File: src/rtl/button_pulse_pkg.sv
// Shared constants and types for the button conditioner.
// Default timings target the 25 MHz board clock.
package button_pulse_pkg;

    // 10 ms debounce, 0.5 s first repeat, 0.1 s repeat rate
    localparam int DEBOUNCE_CYCLES_DEF = 250000;
    localparam int REPEAT_DELAY_DEF    = 12500000;
    localparam int REPEAT_PERIOD_DEF   = 2500000;

    typedef enum logic [1:0] {
        IDLE   = 2'd0,
        HOLD   = 2'd1,
        REPEAT = 2'd2
    } state_t;

    function automatic int max2(input int a, input int b);
        return (a > b) ? a : b;
    endfunction

endpackage

File: src/rtl/debounce_filter.sv
// Two-flop synchronizer plus debounce counter for one raw button.
// LEVEL follows SW only after it has differed for DEBOUNCE_CYCLES cycles.
module debounce_filter
    import button_pulse_pkg::*;
#(
    parameter int DEBOUNCE_CYCLES = DEBOUNCE_CYCLES_DEF
) (
    input  logic CLK,
    input  logic RST,
    input  logic SW,
    output logic LEVEL
);

    localparam int CW = $clog2(DEBOUNCE_CYCLES);
    localparam logic [CW-1:0] CNT_LAST = CW'(DEBOUNCE_CYCLES - 1);

    logic          sync1;
    logic          sync2;
    logic [CW-1:0] cnt;

    // bring the asynchronous button level into the CLK domain
    always_ff @(posedge CLK) begin
        if (RST) begin
            sync1 <= 1'b0;
            sync2 <= 1'b0;
        end else begin
            sync1 <= SW;
            sync2 <= sync1;
        end
    end

    // accept a new level only after an uninterrupted run of differing samples
    always_ff @(posedge CLK) begin
        if (RST) begin
            cnt   <= '0;
            LEVEL <= 1'b0;
        end else if (sync2 == LEVEL) begin
            cnt   <= '0;
        end else if (cnt == CNT_LAST) begin
            LEVEL <= sync2;
            cnt   <= '0;
        end else begin
            cnt   <= cnt + 1'b1;
        end
    end

endmodule

File: src/rtl/button_pulse.sv
// Turns a bouncy button into single-cycle increment pulses,
// with optional hold-to-auto-repeat, and exports the debounced level.
module button_pulse
    import button_pulse_pkg::*;
#(
    parameter int DEBOUNCE_CYCLES = DEBOUNCE_CYCLES_DEF,
    parameter int REPEAT_DELAY    = REPEAT_DELAY_DEF,
    parameter int REPEAT_PERIOD   = REPEAT_PERIOD_DEF,
    parameter bit REPEAT_EN       = 1'b1
) (
    input  logic CLK,
    input  logic RST,
    input  logic SW,
    output logic PULSE,
    output logic LEVEL
);

    localparam int TW = $clog2(max2(REPEAT_DELAY, REPEAT_PERIOD));
    localparam logic [TW-1:0] DLY_LAST = TW'(REPEAT_DELAY - 1);
    localparam logic [TW-1:0] PER_LAST = TW'(REPEAT_PERIOD - 1);

    state_t        state;
    logic [TW-1:0] timer;

    debounce_filter #(
        .DEBOUNCE_CYCLES(DEBOUNCE_CYCLES)
    ) u_debounce (
        .CLK  (CLK),
        .RST  (RST),
        .SW   (SW),
        .LEVEL(LEVEL)
    );

    // press/repeat sequencer; release is checked before timer expiry
    always_ff @(posedge CLK) begin
        if (RST) begin
            state <= IDLE;
            timer <= '0;
            PULSE <= 1'b0;
        end else begin
            PULSE <= 1'b0;
            unique case (state)
                IDLE: begin
                    if (LEVEL) begin
                        PULSE <= 1'b1;
                        timer <= '0;
                        state <= HOLD;
                    end
                end
                HOLD: begin
                    if (!LEVEL) begin
                        timer <= '0;
                        state <= IDLE;
                    end else if (REPEAT_EN && timer == DLY_LAST) begin
                        PULSE <= 1'b1;
                        timer <= '0;
                        state <= REPEAT;
                    end else if (REPEAT_EN) begin
                        timer <= timer + 1'b1;
                    end
                end
                REPEAT: begin
                    if (!LEVEL) begin
                        timer <= '0;
                        state <= IDLE;
                    end else if (timer == PER_LAST) begin
                        PULSE <= 1'b1;
                        timer <= '0;
                    end else begin
                        timer <= timer + 1'b1;
                    end
                end
                default: begin
                    timer <= '0;
                    state <= IDLE;
                end
            endcase
        end
    end

endmodule

File: config.mk
export PLATFORM = sky130hd
export DESIGN_NAME = button_pulse
export DESIGN_NICKNAME = d
export VERILOG_FILES = /design/src/rtl/button_pulse_pkg.sv /design/src/rtl/debounce_filter.sv /design/src/rtl/button_pulse.sv
export SDC_FILE = /design/constraint.sdc
export NUM_CORES = 1
export LEC_CHECK = 0
export BUFFER_PORTS_ARGS = -buffer_cell sky130_fd_sc_hd__buf_2
export CAP_MARGIN = 10
export CORE_MARGIN = 2
export CORE_UTILIZATION = 40
export CTS_CLUSTER_SIZE = 28
export DETAILED_ROUTE_END_ITERATION = 12
export GPL_ROUTABILITY_DRIVEN = 1
export GPL_TIMING_DRIVEN = 0
export SLEW_MARGIN = 20
export SYNTH_ARGS = -nofsm -noshare
export SYNTH_HDL_FRONTEND = slang
export SYNTH_HIERARCHICAL = 1
export SYNTH_SLANG_ARGS = --single-unit
File: constraint.sdc
create_clock -name CLK -period 1.7 [get_ports CLK]
set_input_delay 0.34 -clock CLK [delete_from_list [all_inputs] [get_ports CLK]]
set_output_delay 0.34 -clock CLK [all_outputs]
set_load 0.01 [all_outputs]
==> impl_metrics.prom <==
# TYPE chip_impl_metric gauge
chip_impl_metric{name="clk_pin_slew",unit="ps"} 80
chip_impl_metric{name="peakVddDrop",unit="mV"} 0.344
chip_impl_info{name="yosys-top-cells-area",value="dfxtp_1 39%, xnor2_1 5.6%, nor2_1 5.3%, nand3_1 5.0%, a21oi_1 3.2%"} 1
chip_impl_metric{name="synth.avg_cell_area",unit="µm²"} 8.56
chip_impl_metric{name="powerDensity",unit="nW/µm²"} 561
chip_impl_metric{name="timing.final.hold_violations",unit=""} 0
chip_impl_metric{name="critical_path_buf_inv_count",unit=""} 2
chip_impl_metric{name="ctsHoldBuffers",unit=""} 0
chip_impl_metric{name="number_of_flops_mapped_to_enable_cells_by_yosys",unit=""} 0
chip_impl_metric{name="area_delta_synth_final",unit="%"} 29.0
chip_impl_metric{name="mappedNetlistArea",unit="µm²"} 2490
chip_impl_metric{name="clock-sinks",unit=""} 48
chip_impl_metric{name="floorplan.die_area",unit="µm²"} 6880
chip_impl_metric{name="p_total",unit="mW"} 1.80
chip_impl_metric{name="number_of_h_tree_branching_levels",unit=""} 2
chip_impl_metric{name="ys_async_sr_fraction",unit="%"} 0
chip_impl_metric{name="maxSlewViolCount",unit=""} 0
chip_impl_info{name="cp-end-kind",value="flip-flop"} 1
chip_impl_metric{name="routed_wirelength_normalized_by_instance_count",unit="µm"} 14.7
chip_impl_metric{name="synthAdderAreaFrac",unit="%"} 3.01
chip_impl_metric{name="synth-compound-area-share",unit="%"} 13.8
chip_impl_metric{name="clkLatencyLatePin",unit="ps"} 300
chip_impl_metric{name="final.setup.tns",unit="ps"} -1870
chip_impl_metric{name="cellLeakagePower",unit="nW"} 1.13
chip_impl_metric{name="setup-violations-final",unit=""} 24
chip_impl_metric{name="vias_per_cell",unit=""} 5.52
chip_impl_metric{name="placement.io_buffers",unit=""} 4
chip_impl_metric{name="chipWidth",unit="µm"} 82.9
chip_impl_metric{name="max_freq",unit="GHz"} 0.543
chip_impl_metric{name="maxCapViolations",unit=""} 0
chip_impl_metric{name="drt_pre_antenna_iters",unit=""} 4
chip_impl_metric{name="grt-ovfl-total",unit=""} 0
chip_impl_metric{name="finalCoreUtilization",unit="%"} 54.0
chip_impl_info{name="hold_path.class",value="in -> reg"} 1
chip_impl_info{name="setup.worst_path.class",value="reg -> reg"} 1
chip_impl_info{name="dominant_combinational_cell_family_by_area_after_synthesis",value="simple AND/OR/NAND/NOR gates"} 1
chip_impl_metric{name="routabilityCongestion",unit=""} 0.785
chip_impl_metric{name="ios",unit=""} 5
chip_impl_metric{name="die_h",unit="µm"} 82.9
chip_impl_metric{name="ys_seq_elements",unit=""} 48
chip_impl_metric{name="nets",unit=""} 340
chip_impl_metric{name="final_critical_path_setup_slack",unit="ps"} -140
chip_impl_metric{name="ys.warnings.count",unit=""} 6
chip_impl_metric{name="yosys-mux-area-fraction",unit="%"} 1.20
chip_impl_info{name="dominantRegCellSynth",value="dfxtp_1"} 1
chip_impl_metric{name="seq_area_frac_synth",unit="%"} 38.6
chip_impl_info{name="tritoncts",value="yes"} 1
chip_impl_metric{name="cts_made_buffers",unit=""} 5
chip_impl_metric{name="synth_cell_types",unit=""} 57
chip_impl_metric{name="largest_net_degree_at_the_start_of_global_routing",unit=""} 14
chip_impl_metric{name="finClkSkew",unit="ps"} 8.49
chip_impl_info{name="most_used_standard_cell_by_instance_count_after_synthesis",value="dfxtp_1"} 1
chip_impl_info{name="cp-start-kind",value="flip-flop"} 1
chip_impl_metric{name="core-area",unit="µm²"} 5960
chip_impl_metric{name="drtAntennaViolNets",unit=""} 0
chip_impl_metric{name="post_route_cells_drive_above_1_share",unit="%"} 36.9
chip_impl_metric{name="first_global_vias",unit=""} 2162
chip_impl_metric{name="grt.total_usage",unit="%"} 17.3
chip_impl_metric{name="grt_antenna_before_repair",unit=""} 0
chip_impl_metric{name="finalCritPeriodShare",unit="%"} 108
chip_impl_info{name="rsz0062_at_grt",value="true"} 1
chip_impl_metric{name="dp.final_hpwl",unit="mm"} 3.74
chip_impl_metric{name="fill_cells",unit=""} 565
chip_impl_metric{name="worstPathRequired",unit="ps"} 1890
chip_impl_metric{name="mappedNetlistNets",unit=""} 300
chip_impl_metric{name="layout_min_cycle_time",unit="ps"} 1840
chip_impl_metric{name="holdWs",unit="ps"} 253
chip_impl_metric{name="antennaDiodeCount",unit=""} 0
chip_impl_info{name="failed_checks",value="negative setup slack"} 1
chip_impl_metric{name="grt_first_pass_wirelength",unit="mm"} 9.96
chip_impl_metric{name="finalInstanceArea",unit="µm²"} 3220
chip_impl_metric{name="detailedRoute.firstIterationViolations",unit=""} 126
chip_impl_metric{name="slew_headroom",unit="%"} 73.6
chip_impl_metric{name="critPathArrivalTime",unit="ps"} 2030
chip_impl_info{name="critical_path.slowest_cell",value="dfxtp_4"} 1
chip_impl_info{name="status",value="finished with violations"} 1
chip_impl_metric{name="critPathMaxFanout",unit=""} 10
chip_impl_metric{name="max-clock-path-buffers",unit=""} 2
chip_impl_metric{name="critPathMaxStageDelay",unit="ps"} 370
chip_impl_metric{name="route.detailed.drc",unit=""} 0
chip_impl_info{name="clk_root_buffer_cell",value="clkbuf_8"} 1
chip_impl_info{name="timing.critical_path.mode_cell",value="buf_6"} 1
chip_impl_metric{name="via_count",unit=""} 2242
chip_impl_metric{name="area_post_placement",unit="µm²"} 2670
chip_impl_metric{name="synthXorXnorAreaFrac",unit="%"} 7.03
chip_impl_info{name="post-synth-top-area-cell",value="dfxtp_1"} 1
chip_impl_metric{name="floorplan.initialDensity",unit="%"} 41.8
chip_impl_metric{name="worst_pin_slew",unit="ps"} 392
chip_impl_metric{name="synth_top_area_share",unit="%"} 38.6
chip_impl_metric{name="syn-instance-count",unit=""} 291
chip_impl_metric{name="routed_wl",unit="mm"} 5.97
chip_impl_metric{name="std_cell_rows",unit=""} 28
chip_impl_metric{name="synthSimpleGateAreaFrac",unit="%"} 32.7
chip_impl_info{name="critical-path-top-delay-family",value="compound AO/OA/AOI/OAI gates"} 1
chip_impl_info{name="list_of_cells_traversed_by_the_critical_path",value="ha_4 -> and4_4 -> nand3_4 -> o2111ai_2 -> o21ai_2 -> buf_6 -> buf_6 -> a22o_1"} 1
chip_impl_info{name="post_synth_most_frequent_cells",value="48 x dfxtp_1, 35 x nor2_1, 25 x nand3_1"} 1
stage by stage:
stage	setup slack (ps)	std cells
6_report	-140	406
5_1_grt	-189	406
4_1_cts	-113	393
3_5_place_dp	-286	370
3_3_place_gp	-281	370
2_1_floorplan	-43.0	291
path summary, 6_finish.rpt:
check,slack (ps),end,startpoint,cells past startpoint
max,-140,timer[3],timer[0],8
min,250,u_debounce/sync1,SW,2
max reg2reg,-140,timer[3],timer[0],8
min reg2reg,460,u_debounce/sync2,u_debounce/sync1,1
routing by layer:
layer / wire length, µm / vias to the layer above / GRT usage, %
met1: 2790 / 1067 / 22.7
li1: - / 1126 / -
met3: 299 / 6 / 3.28
met2: 2820 / 43 / 29.0
met4: 55 / 0 / 4.92
met5: 0 / - / 0
flip-flops by register name, indices dropped and copies added (netlist names):
name and flops:
timer 24, state 2, u_debounce/sync1 1, u_debounce/cnt 18, u_debounce/LEVEL 1, u_debounce/sync2 1, PULSE 1
kinds of logic after synthesis:
kind of cell	after synthesis
multiplexers	3
AO/OA/AOI/OAI	53
XOR/XNOR	20
buffers and inverters	19
AND/OR/NAND/NOR	142
adder cells (fa/ha/maj)	6
flip-flops	48
area by class of cell:
class                      count  area (µm²)  area share (%)
tap                           75        93.8            2.92
buffer                         5        48.8            1.52
multi-input combinational    224        1660            51.7
clock inverter                 1        5.00           0.156
clock buffer                   6        72.6            2.26
sequential                    48        1040            32.4
timing repair buffer          34         243            7.55
inverter                      13        48.8            1.52
power by group:
| group | internal (mW) | total [mW] | switching (mW) |
|---|---|---|---|
| logic | 0.0184 | 0.0465 | 0.0281 |
| clock network | 0.281 | 0.655 | 0.374 |
| registers | 1.10 | 1.10 | 0.00226 |
cell usage in the layout (no fill, tap or decap), types with 7 or more instances in the layout:
cell type and count:
nand3_1 21, dfxtp_4 16, dfxtp_1 15, inv_1 13, buf_4 30, xnor2_1 16
dfxtp_2 17, nor2_1 34, nor4_1 7, nand2_1 18, a21oi_1 8, a21oi_2 8
what timing repair did:
item / 4_1_cts / 5_1_grt
endpoints found under the hold margin: 0 / 0
resized for setup: 59 / 19
gates cloned: 0 / 1
setup buffers: 17 / 12
pin swaps: 11 / 15
endpoints found under the setup margin: 38 / 38
No activity file was read; power rests on OpenSTA's default activity.
